$ cat src/rtl/dsi_cfg_pkg.sv
`default_nettype none
// +----------------------------------------------------------------------+
// | dsi_cfg_pkg: address map, status bit positions, AXI response codes    |
// | and FSM state types shared by the DSI config AXI-Lite slave.          |
// | Revision: 1.0                                                         |
// +----------------------------------------------------------------------+
package dsi_cfg_pkg;

   localparam logic [6:0] CFG_BASE    = 7'h00;
   localparam logic [6:0] CMD_ADDR    = 7'h20;
   localparam logic [6:0] STATUS_ADDR = 7'h24;

   localparam int STAT_CMD_VALID_BIT = 10;
   localparam int STAT_TX_BUSY_BIT   = 11;

   localparam logic [1:0] OKAY   = 2'b00;
   localparam logic [1:0] SLVERR = 2'b10;

   typedef enum logic [0:0] {
      W_IDLE = 1'b0,
      W_RESP = 1'b1
   } wr_state_t;

   typedef enum logic [0:0] {
      R_IDLE = 1'b0,
      R_DATA = 1'b1
   } rd_state_t;

endpackage

`default_nettype wire

$ cat src/rtl/dsi_cfg_axil_slave.sv
`default_nettype none
// +----------------------------------------------------------------------+
// | dsi_cfg_axil_slave: AXI-Lite config/command register block for DSI.   |
// | Optional DSI_CFG_SLVERR_EN: SLVERR on unmapped / read-only accesses.  |
// | Revision: 1.0                                                         |
// +----------------------------------------------------------------------+
module dsi_cfg_axil_slave
   import dsi_cfg_pkg::*;
#(
   parameter logic [31:0] CTRL_RST = 32'h0000_0000,
   parameter int          NUM_CFG  = 8
) (
   input  logic                  i_axi_clk,
   input  logic                  i_rst,
   input  logic [6:0]            i_axi_awaddr,
   input  logic                  i_axi_awvalid,
   output logic                  o_axi_awready,
   input  logic [31:0]           i_axi_wdata,
   input  logic                  i_axi_wvalid,
   output logic                  o_axi_wready,
   output logic [1:0]            o_axi_bresp,
   output logic                  o_axi_bvalid,
   input  logic                  i_axi_bready,
   input  logic [6:0]            i_axi_araddr,
   input  logic                  i_axi_arvalid,
   output logic                  o_axi_arready,
   output logic [31:0]           o_axi_rdata,
   output logic [1:0]            o_axi_rresp,
   output logic                  o_axi_rvalid,
   input  logic                  i_axi_rready,
   output logic [NUM_CFG*32-1:0] o_cfg,
   output logic                  o_cmd_valid,
   output logic [31:0]           o_cmd_data,
   input  logic                  i_cmd_ready,
   input  logic                  i_tx_busy
);

   wr_state_t r_wr_state, w_wr_next;
   rd_state_t r_rd_state, w_rd_next;

   logic                       r_rdy_en;
   logic                       r_aw_lat, r_w_lat;
   logic [4:0]                 r_awword;
   logic [31:0]                r_wdata;
   logic [NUM_CFG-1:0][31:0]   r_cfg;
   logic [1:0]                 r_bresp;
   logic [31:0]                r_rdata;
   logic [1:0]                 r_rresp;
   logic                       r_cmd_valid;
   logic [31:0]                r_cmd_data;

   logic        w_aw_hs, w_w_hs, w_ar_hs;
   logic        w_commit, w_b_hs;
   logic        w_wr_cfg, w_wr_cmd, w_wr_ok;
   logic [1:0]  w_wr_resp;
   logic [4:0]  w_rword;
   logic [31:0] w_rd_val;
   logic        w_rd_ok;
   logic [1:0]  w_rd_resp;
   logic        w_unused;

   // r_rdy_en keeps every ready low until the first edge after reset release
   assign o_axi_awready = r_rdy_en & ~r_aw_lat & (r_wr_state == W_IDLE);
   assign o_axi_wready  = r_rdy_en & ~r_w_lat  & (r_wr_state == W_IDLE);
   assign o_axi_arready = r_rdy_en & (r_rd_state == R_IDLE);
   assign o_axi_bvalid  = (r_wr_state == W_RESP);
   assign o_axi_bresp   = r_bresp;
   assign o_axi_rvalid  = (r_rd_state == R_DATA);
   assign o_axi_rdata   = r_rdata;
   assign o_axi_rresp   = r_rresp;
   assign o_cfg         = r_cfg;
   assign o_cmd_valid   = r_cmd_valid;
   assign o_cmd_data    = r_cmd_data;

   assign w_aw_hs = i_axi_awvalid & o_axi_awready;
   assign w_w_hs  = i_axi_wvalid  & o_axi_wready;
   assign w_ar_hs = i_axi_arvalid & o_axi_arready;

   always_comb begin
      w_wr_cfg = 1'b0;
      for (int i = 0; i < NUM_CFG; i++) begin
         if (r_awword == CFG_BASE[6:2] + 5'(i)) w_wr_cfg = 1'b1;
      end
   end

   assign w_wr_cmd = (r_awword == CMD_ADDR[6:2]);
   assign w_wr_ok  = w_wr_cfg | w_wr_cmd;

   always_comb begin
      w_rword  = i_axi_araddr[6:2];
      w_rd_val = '0;
      w_rd_ok  = 1'b0;
      for (int i = 0; i < NUM_CFG; i++) begin
         if (w_rword == CFG_BASE[6:2] + 5'(i)) begin
            w_rd_val = r_cfg[i];
            w_rd_ok  = 1'b1;
         end
      end
      if (w_rword == CMD_ADDR[6:2]) begin
         w_rd_val = r_cmd_data;
         w_rd_ok  = 1'b1;
      end
      if (w_rword == STATUS_ADDR[6:2]) begin
         w_rd_val[STAT_CMD_VALID_BIT] = r_cmd_valid;
         w_rd_val[STAT_TX_BUSY_BIT]   = i_tx_busy;
         w_rd_ok                      = 1'b1;
      end
   end

`ifdef DSI_CFG_SLVERR_EN
   assign w_wr_resp = w_wr_ok ? OKAY : SLVERR;
   assign w_rd_resp = w_rd_ok ? OKAY : SLVERR;
`else
   assign w_wr_resp = OKAY;
   assign w_rd_resp = OKAY;
`endif

   assign w_unused = ^{i_axi_awaddr[1:0], i_axi_araddr[1:0], w_wr_ok, w_rd_ok};

   // A command write waits while the previous command is still unconsumed
   always_comb begin
      w_wr_next = r_wr_state;
      w_commit  = 1'b0;
      w_b_hs    = 1'b0;
      case (r_wr_state)
         W_IDLE: begin
            if (r_aw_lat && r_w_lat && !(w_wr_cmd && r_cmd_valid)) begin
               w_commit  = 1'b1;
               w_wr_next = W_RESP;
            end
         end
         W_RESP: begin
            if (i_axi_bready) begin
               w_b_hs    = 1'b1;
               w_wr_next = W_IDLE;
            end
         end
      endcase
   end

   always_comb begin
      w_rd_next = r_rd_state;
      case (r_rd_state)
         R_IDLE: if (w_ar_hs)      w_rd_next = R_DATA;
         R_DATA: if (i_axi_rready) w_rd_next = R_IDLE;
      endcase
   end

   always_ff @(posedge i_axi_clk or posedge i_rst) begin
      if (i_rst) begin
         r_wr_state <= W_IDLE;
         r_rd_state <= R_IDLE;
      end else begin
         r_wr_state <= w_wr_next;
         r_rd_state <= w_rd_next;
      end
   end

   always_ff @(posedge i_axi_clk or posedge i_rst) begin
      if (i_rst) begin
         r_rdy_en    <= 1'b0;
         r_aw_lat    <= 1'b0;
         r_w_lat     <= 1'b0;
         r_awword    <= '0;
         r_wdata     <= '0;
         r_cfg       <= '0;
         r_cfg[0]    <= CTRL_RST;
         r_bresp     <= OKAY;
         r_rdata     <= '0;
         r_rresp     <= OKAY;
         r_cmd_valid <= 1'b0;
         r_cmd_data  <= '0;
      end else begin
         r_rdy_en <= 1'b1;
         if (w_aw_hs) begin
            r_aw_lat <= 1'b1;
            r_awword <= i_axi_awaddr[6:2];
         end
         if (w_w_hs) begin
            r_w_lat <= 1'b1;
            r_wdata <= i_axi_wdata;
         end
         if (w_b_hs) begin
            r_aw_lat <= 1'b0;
            r_w_lat  <= 1'b0;
         end
         if (r_cmd_valid && i_cmd_ready) r_cmd_valid <= 1'b0;
         if (w_commit) begin
            r_bresp <= w_wr_resp;
            for (int i = 0; i < NUM_CFG; i++) begin
               if (r_awword == CFG_BASE[6:2] + 5'(i)) r_cfg[i] <= r_wdata;
            end
            if (w_wr_cmd) begin
               r_cmd_valid <= 1'b1;
               r_cmd_data  <= r_wdata;
            end
         end
         if (w_ar_hs) begin
            r_rdata <= w_rd_val;
            r_rresp <= w_rd_resp;
         end
      end
   end

endmodule

`default_nettype wire

$ cat config.mk
export PLATFORM = sky130hd
export DESIGN_NAME = dsi_cfg_axil_slave
export DESIGN_NICKNAME = d
export VERILOG_FILES = /design/src/rtl/dsi_cfg_pkg.sv /design/src/rtl/dsi_cfg_axil_slave.sv
export SDC_FILE = /design/constraint.sdc
export NUM_CORES = 1
export LEC_CHECK = 0
export ABC_AREA = 1
export BUFFER_PORTS_ARGS = -buffer_cell sky130_fd_sc_hd__buf_2
export CAP_MARGIN = 20
export CORE_UTILIZATION = 40
export CTS_BUF_LIST = sky130_fd_sc_hd__clkbuf_16
export DETAILED_ROUTE_END_ITERATION = 7
export PLACE_DENSITY = 0.73
export SLEW_MARGIN = 25
export SYNTH_ARGS = -nofsm -noshare
export SYNTH_HDL_FRONTEND = slang
export SYNTH_SLANG_ARGS = --single-unit
$ cat constraint.sdc
create_clock -name i_axi_clk -period 14 [get_ports i_axi_clk]
set_input_delay 2.1 -clock i_axi_clk [delete_from_list [all_inputs] [get_ports i_axi_clk]]
set_output_delay 2.1 -clock i_axi_clk [all_outputs]
set_load 0.02 [all_outputs]
## Yosys cells after proc, flatten, opt, wreduce, memory -nomap -nowiden

Cells that the tools add are included.

- Input bits: 55
- Bits in registers: 363

- Reductions and logical operators: 18
- Equal/unequal tests: 17
- Multiplexer cells: 26
- Bitwise logic cells: 12

Operators by type and width:

| cell | number |
|---|---|
| 32-bit 2-to-1 mux | 9 |
| 5-bit by 3-bit equality test with 1-bit output, second input constant | 8 |
| 5-bit by 2-bit equality test with 1-bit output, second input constant | 4 |
| 2-bit AND reduction | 9 |
| 5-bit by 4-bit equality test with 1-bit output, second input constant | 3 |
| 1-bit 2-to-1 mux | 14 |
| 5-bit by 1-bit equality test with 1-bit output, second input constant | 2 |
| 5-bit zero test | 2 |
| 1-bit AND | 8 |
| 1-bit logical AND | 4 |
| 1-bit inverter | 4 |
| 1-bit case mux with 2 select lines | 2 |
| 2-bit nonzero test | 2 |
| 2-bit 2-to-1 mux | 1 |
| 1-bit zero test | 1 |

## Longest topological paths before layout

Gate-level depths: netlist of the first run.

- Depth in word-level cells: 11
- Depth in mapped cells: 12
- Depth with buffers taken out: 11

## Worst setup path before layout of the first run

OpenSTA, ideal clock, no wires.

- Path kind: reg-to-output
- Start: reg r_wr_state, in the netlist o_axi_bvalid
- End: out o_axi_awready
- Required time: 11.900 ns
- Stages on the path, launching flop included: 2
- Path buffers: 0
- Setup slack: 10.837 ns
- Data arrival time: 1.063 ns
- Cells stage by stage: dfrtp_1 > nor3_1

- Word-level cells in the longest chain between the ends: 2

Ends and longest elaborated chain:

| what | RTL line | text |
|---|---|---|
| start: declaration | dsi_cfg_axil_slave.sv:38 | `wr_state_t r_wr_state, w_wr_next;` |
| start signal: assignment | dsi_cfg_axil_slave.sv:154 | `r_wr_state <= w_wr_next;` |
| 1-bit inverter | - |  |
| 1-bit AND | dsi_cfg_axil_slave.sv:63 | `assign o_axi_awready = r_rdy_en & ~r_aw_lat & (r_wr_state == W_IDLE);` |
| end: declaration | dsi_cfg_axil_slave.sv:17 | `output logic o_axi_awready,` |

No other way between the ends.

## Worst setup path after layout of the first run

- Start: in i_axi_araddr[4]
- End: reg r_rdata[2], in the netlist o_axi_rdata[2]

- Word-level cells in the longest chain between the ends: 10
- Elaborated cells between the ends (all ways): 18
- Classes of those cells: eq/ne (8); mux (9); reduce/logical (1)

Ends and longest elaborated chain:

| what | RTL line | text |
|---|---|---|
| start: declaration | dsi_cfg_axil_slave.sv:24 | `input logic [6:0] i_axi_araddr,` |
| 5-bit zero test | dsi_cfg_axil_slave.sv:94 | `if (w_rword == CFG_BASE[6:2] + 5'(i)) begin` |
| 32-bit 2-to-1 mux (8 in a row) | dsi_cfg_axil_slave.sv:94 |  |
| 32-bit 2-to-1 mux (*) | dsi_cfg_axil_slave.sv:99 | `if (w_rword == CMD_ADDR[6:2]) begin` |
| end signal: assignment | dsi_cfg_axil_slave.sv:199 | `r_rdata <= w_rd_val;` |
| end: declaration | dsi_cfg_axil_slave.sv:47 | `logic [31:0] r_rdata;` |

Every way passes the cells marked *; elsewhere a longest branch is shown, timed or not.
A chain may end at the register's enable or synchronous reset.

==> impl_metrics.json, run 1 <==
{
  "holdWs_ns": 0.4751,
  "postRouteAntennaNets": 0,
  "place_congestion": 0.8932,
  "power.leakage_uw": 0.01027,
  "grt_setup_unrepaired": "no",
  "outcome": "complete, no violations",
  "power_frac_seq": 0.416,
  "grt_pass1_vias": 13860,
  "route.vias.total": 14380,
  "tightest_slew_ns": 1.071,
  "cts.sink_count": 363,
  "worst-setup-path-type": "in2reg",
  "coreArea_um2": 38830,
  "synth_cell_types": 23,
  "swShare": 0.4183,
  "cts_buffer_depth": 3,
  "finalCriticalPeriod_ns": 4.131,
  "ys_ff_latch": 363,
  "area_growth_pct": 21.40,
  "power.share.combinational": 0.344,
  "fin_crit_sh": 0.2951,
  "synth_top_area_cell": "dfrtp_1",
  "power_density_nw_per_um2": 214.0,
  "die-width_um": 200.9,
  "whs_path_depth": 2,
  "synthTopCellsByArea": "dfrtp_1 (57%), nand2_1 (14%), o21ai_0 (8.7%)",
  "drv_slew": 0,
  "rows": 72,
  "grt-ovfl-total": 0,
  "drtIter0Drc": 957,
  "fmax_mhz": 242.1,
  "grt_max_degree": 124,
  "cts_root_buf": "clkbuf_16",
  "wirelength_mm": 53.33,
  "dp_hpwl_mm": 36.12,
  "die_h_um": 200.9,
  "drc_errors": 0,
  "intPower_uw": 2391,
  "final-setup-viol-count": 0,
  "via_per_inst": 5.106,
  "final.setup.tns_ns": 0,
  "synth_area_um2": 15820,
  "cp_data_arrival_time_ns": 4.62,
  "path_max_fanout": 30,
  "skew_ns": 0.01780,
  "cts_hold_buf": 0,
  "synthCells": 1928,
  "relSlewSlack": 0.2844,
  "synth.top_cell.area_share": 0.5742,
  "end_kind": "flop",
  "r2r_start": "r_awword[4]",
  "hold_path_end": "o_axi_rdata[19]",
  "irDropWorstVdd_v": 0.0001314,
  "dr.pass1.iters": 5,
  "ioPinCount": 385,
  "r2r_cells": 8,
  "grt_pass1_wl_mm": 82.10,
  "min_path_type": "reg2reg",
  "tritoncts": "yes",
  "cts-resized-gates": 0,
  "p_total_uw": 4110,
  "r2r_setup_slack_ns": 11.48,
  "synth_area_per_cell_um2": 8.205,
  "postCtsSetupBuffers": 0,
  "cp_data_required_time_ns": 14.49,
  "clk_latency_ns": 0.55,
  "grt_usage": 0.2651,
  "die-area_um2": 40350,
  "hp-start": "o_axi_rdata[19]",
  "layout.nets": 2320,
  "cp-start-kind": "input pin",
  "p_clk_frac": 0.240,
  "clk_pin_slew_ns": 0.06,
  "yosysSeqAreaShare": 0.5742,
  "io_buffers": 376,
  "maxCapViolCount": 0,
  "r2r_end": "o_cmd_data[10]",
  "yosysWarnings": 0,
  "hold_viol_final": 0,
  "antenna_found_initial": 5,
  "drive_gt1_frac": 0.2092,
  "start_util": 0.4074,
  "routedWlPerCell_um": 18.93,
  "cts-buffers-inserted": 39,
  "switching_power_uw": 1719,
  "htree_levels": 2
}
-- cell usage after synthesis --
master      n
nor4_4      1
or2_0       2
nand4_1     7
nor2_2      2
dfrtp_1   363
buf_6       5
conb_1      2
inv_1     177
o21ai_1    50
or2_2       3
nand2_1   582
o21ai_0   275
nor2_1    232
inv_4       1
a21oi_1    37
nand2_2    10
buf_2      43
nand3_1    67
inv_2       1
nor3_1     11
buf_4      33
clkbuf_1   22
mux2_2      2
-- kinds of logic after synthesis --
logic type             after synthesis  synth area share
AND/OR/NAND/NOR                    917            0.2287
multiplexers                         2          0.001424
flip-flops                         363            0.5742
buffers and inverters              282           0.08068
other                                2         0.0004747
AO/OA/AOI/OAI                      362            0.1145
-- layer usage --
layer	global-route usage	vias to the layer above	routed length (µm)
li1	-	6722	-
met1	0.3396	6932	22060
met2	0.4334	624	25110
met3	0.06429	105	4389
met4	0.1011	0	1766
met5	0	-	0
-- worst max-delay path by stage --
stage / start / to / slack, ns / cells after the start
5_1_grt: i_axi_araddr[6] / o_axi_rdata[10] / 9.76 / 11
2_1_floorplan: i_rst / o_axi_bvalid / 1.82 / 1
3_3_place_gp: i_rst / o_cmd_data[16] / 9.07 / 4
4_1_cts: i_rst / o_cfg[145] / 9.62 / 4
6_report: i_axi_araddr[4] / o_axi_rdata[2] / 9.87 / 10
3_5_place_dp: i_rst / o_cfg[175] / 9.03 / 4
-- metrics by stage --
stage | utilization | instances | cell area (µm²) | setup WS [ns]
finish | 0.4946 | 2817 | 19200 | 9.869
global route | 0.4943 | 2813 | 19190 | 9.764
CTS | 0.4938 | 2812 | 19170 | 9.624
detailed placement | 0.4627 | 2742 | 17970 | 9.030
global placement | 0.4627 | 2742 | 17970 | 9.072
floorplan | - | 1931 | 15830 | 1.825
-- power groups by stage --
stage               clock network [µW]  logic [µW]  registers [µW]
finish                             985        1410            1710
global route                      1040        1540            1760
CTS                               1000        1420            1700
detailed placement                   0        1420            1720
global placement                     0        1390            1700
floorplan                            0         462            2070
-- layout make-up --
cell class	instances	area (µm²)
antenna	5	12.51
clock buffer	40	1001
clock inverter	30	205.2
fill	3719	19620
inverter	179	681.9
multi-input combinational	1286	5528
sequential	363	9084
tap	518	648.1
timing repair buffer	396	2043
-- critical path: stages --
cell	delay (ns)
buf_2	0.13
nor2_2	0.29
nand3_2	0.82
o21ai_0	0.86
nor2_1	0.08
nand3_1	0.09
nor2_1	0.04
nand3_1	0.06
nand2_1	0.07
nand2_1	0.06
-- registers in the layout, indices dropped and copies added, names as in the netlist --
signal,cells
r_wdata,32
r_awword,5
r_aw_lat,1
o_cmd_data,32
r_rdy_en,1
o_axi_bvalid,1
o_cmd_valid,1
o_cfg,256
o_axi_rvalid,1
o_axi_rdata,32
r_w_lat,1
-- cells in the final DEF, fill, tap and decap left out, types with 7 or more instances in the layout --
cell type / n
a21oi_1: 37
buf_2: 376
buf_4: 17
clkbuf_16: 40
clkinv_1: 9
clkinv_2: 7
dfrtp_1: 363
inv_1: 183
nand2_1: 580
nand2_2: 12
nand3_1: 64
nand4_1: 7
nor2_1: 228
nor3_1: 11
o21ai_0: 275
o21ai_1: 50
No activity file was read; power rests on OpenSTA's default activity.
==> inputs of run 2 (changes only) <==
- clock period: 14 -> 4 ns (I/O delays scaled with it)
==> run 2 against run 1 <==
  * Combinational power increased to 3.5 times the previous value
  * Register-to-register slack got worse by 10 ns
  * Global-route usage grew 0.15 points
==> impl_metrics.json, run 2 (synthesis results as in run 1) <==
{
  "switching_power_uw": 6027,
  "wirelength_mm": 53.57,
  "cts-resized-gates": 0,
  "tightest_slew_ns": 1.067,
  "finalCriticalPeriod_ns": 2.495,
  "antenna_found_initial": 3,
  "final_area_um2": 19270,
  "placed_area_um2": 18070,
  "r2r_cells": 7,
  "layout_commonest_cell": "nand2_1",
  "dr.pass1.iters": 5,
  "outcome": "complete, no violations",
  "clk_latency_ns": 0.55,
  "maxCapViolCount": 0,
  "fin_crit_sh": 0.6238,
  "route.vias.total": 14440,
  "end_kind": "flop",
  "drv_slew": 0,
  "grt_setup_unrepaired": "no",
  "cts-buffers-inserted": 40,
  "routedWlPerCell_um": 19.05,
  "r2r_start": "r_awword[4]",
  "intPower_uw": 8402,
  "cts_hold_buf": 0,
  "final.setup.tns_ns": 0,
  "drive_gt1_frac": 0.2111,
  "postCtsSetupBuffers": 0,
  "grt_usage": 0.2666,
  "crit_chain": "nor4_4 -> nand2_1 -> nand2_2 -> inv_4 -> nand2_2 -> buf_4 -> o21ai_0",
  "irDropWorstVdd_v": 0.0004989,
  "r2r_setup_slack_ns": 1.50,
  "tritoncts": "yes",
  "grt-ovfl-total": 0,
  "worst-setup-path-type": "reg2reg",
  "grt_pass1_vias": 13920,
  "via_per_inst": 5.137,
  "final_cells": 2812,
  "dp.cells": 2747,
  "grt_max_degree": 117,
  "rows": 72,
  "ioPinCount": 385,
  "drtIter0Drc": 1063,
  "htree_levels": 2,
  "final_cell_mix": "nand2_1 (580), buf_2 (376), dfrtp_1 (363)",
  "coreArea_um2": 38830,
  "r2r_end": "o_cfg[75]",
  "place_congestion": 0.9087,
  "start_util": 0.4074,
  "p_clk_frac": 0.240,
  "hold_viol_final": 0,
  "io_buffers": 376,
  "skew_ns": 0.01917,
  "power_density_nw_per_um2": 748.8,
  "postRouteAntennaNets": 0,
  "die-area_um2": 40350,
  "p_total_uw": 14430,
  "final-setup-viol-count": 0,
  "cts_buffer_depth": 3,
  "cp_data_required_time_ns": 4.41,
  "place_ws_ns": 1.126,
  "cp_data_arrival_time_ns": 2.90,
  "path_max_fanout": 40,
  "min_path_type": "in2async",
  "dp_hpwl_mm": 36.55,
  "setup_ws_ns": 1.505,
  "fmax_mhz": 400.8,
  "clk_pin_slew_ns": 0.06,
  "cp_slowest_cell": "nand2_2",
  "layout.nets": 2326,
  "grt_pass1_wl_mm": 82.27,
  "area_growth_pct": 21.81,
  "cts.sink_count": 363,
  "drc_errors": 0,
  "cts_root_buf": "clkbuf_16",
  "cp-start-kind": "flop",
  "largest_reg_flops": 256,
  "power.share.combinational": 0.343,
  "die_h_um": 200.9,
  "crit_path_max_incr_delay_ns": 0.65,
  "relSlewSlack": 0.2878,
  "power.leakage_uw": 0.01029,
  "n_fill_cell": 3711,
  "power_frac_seq": 0.417,
  "die-width_um": 200.9,
  "swShare": 0.4177,
  "cp_common_cell": "nand2_2"
}
==> run 2: cell types whose count changed in the layout (fill, tap and decap cells not counted), moves of 2 or more <==
cell / delta
clkinvlp_4: +4
buf_6: -3
diode_2: -4
buf_12: +5
clkinv_2: -2
inv_1: -4
buf_4: +3
==> run 2: worst max path at each step <==
stage / startpoint / to / slack [ns]
finish: r_awword[4] / o_cfg[75] / 1.50
global route: r_awword[4] / o_cfg[84] / 1.30
CTS: r_awword[4] / o_cfg[113] / 1.50
detailed placement: i_axi_araddr[6] / o_axi_rdata[13] / 1.13
global placement: i_axi_araddr[4] / o_axi_rdata[2] / 1.16
floorplan: i_rst / o_axi_bvalid / -1.47
==> run 2: through the flow <==
step	hold slack (ns)	utilization
2_1_floorplan	0.5282	-
5_1_grt	0.1859	0.4962
4_1_cts	0.1419	0.4961
3_3_place_gp	0.4601	0.4654
6_report	0.1403	0.4963
3_5_place_dp	0.4610	0.4654
==> run 2: critical path, delay by kind of cell (launching register included) <==
family | cells | cell delay [ns]
simple gates | 4 | 1.20
flops | 1 | 0.49
buf+inv | 2 | 0.50
compound gates | 1 | 0.13
==> run 2: layout make-up <==
cell class              instances  area (µm²)  share of cell area
well taps                     518       648.1             0.03364
flip-flops and latches        363        9084              0.4714
clock inverters                23       165.2            0.008571
multi-input cells            1286        5533              0.2871
clock buffers                  41        1026             0.05325
inverters                     179       678.2             0.03519
repair buffers                401        2132              0.1106
diodes                          1       2.502           0.0001299
==> run 2: per-layer routing <==
metal | vias to the layer above | wire length (µm) | track usage
met3 | 105 | 4759 | 0.06494
met5 | - | 27 | 0
met2 | 691 | 25210 | 0.4349
met4 | 4 | 1753 | 0.1082
met1 | 6908 | 21820 | 0.3397
li1 | 6736 | - | -
==> run 2: power groups by stage <==
stage / Combinational, µW / Sequential (µW) / Clock (µW)
floorplan: 1620 / 7230 / 0
global placement: 4870 / 5960 / 0
detailed placement: 4960 / 6030 / 0
CTS: 4970 / 5980 / 3530
global route: 5390 / 6180 / 3660
finish: 4960 / 6010 / 3460
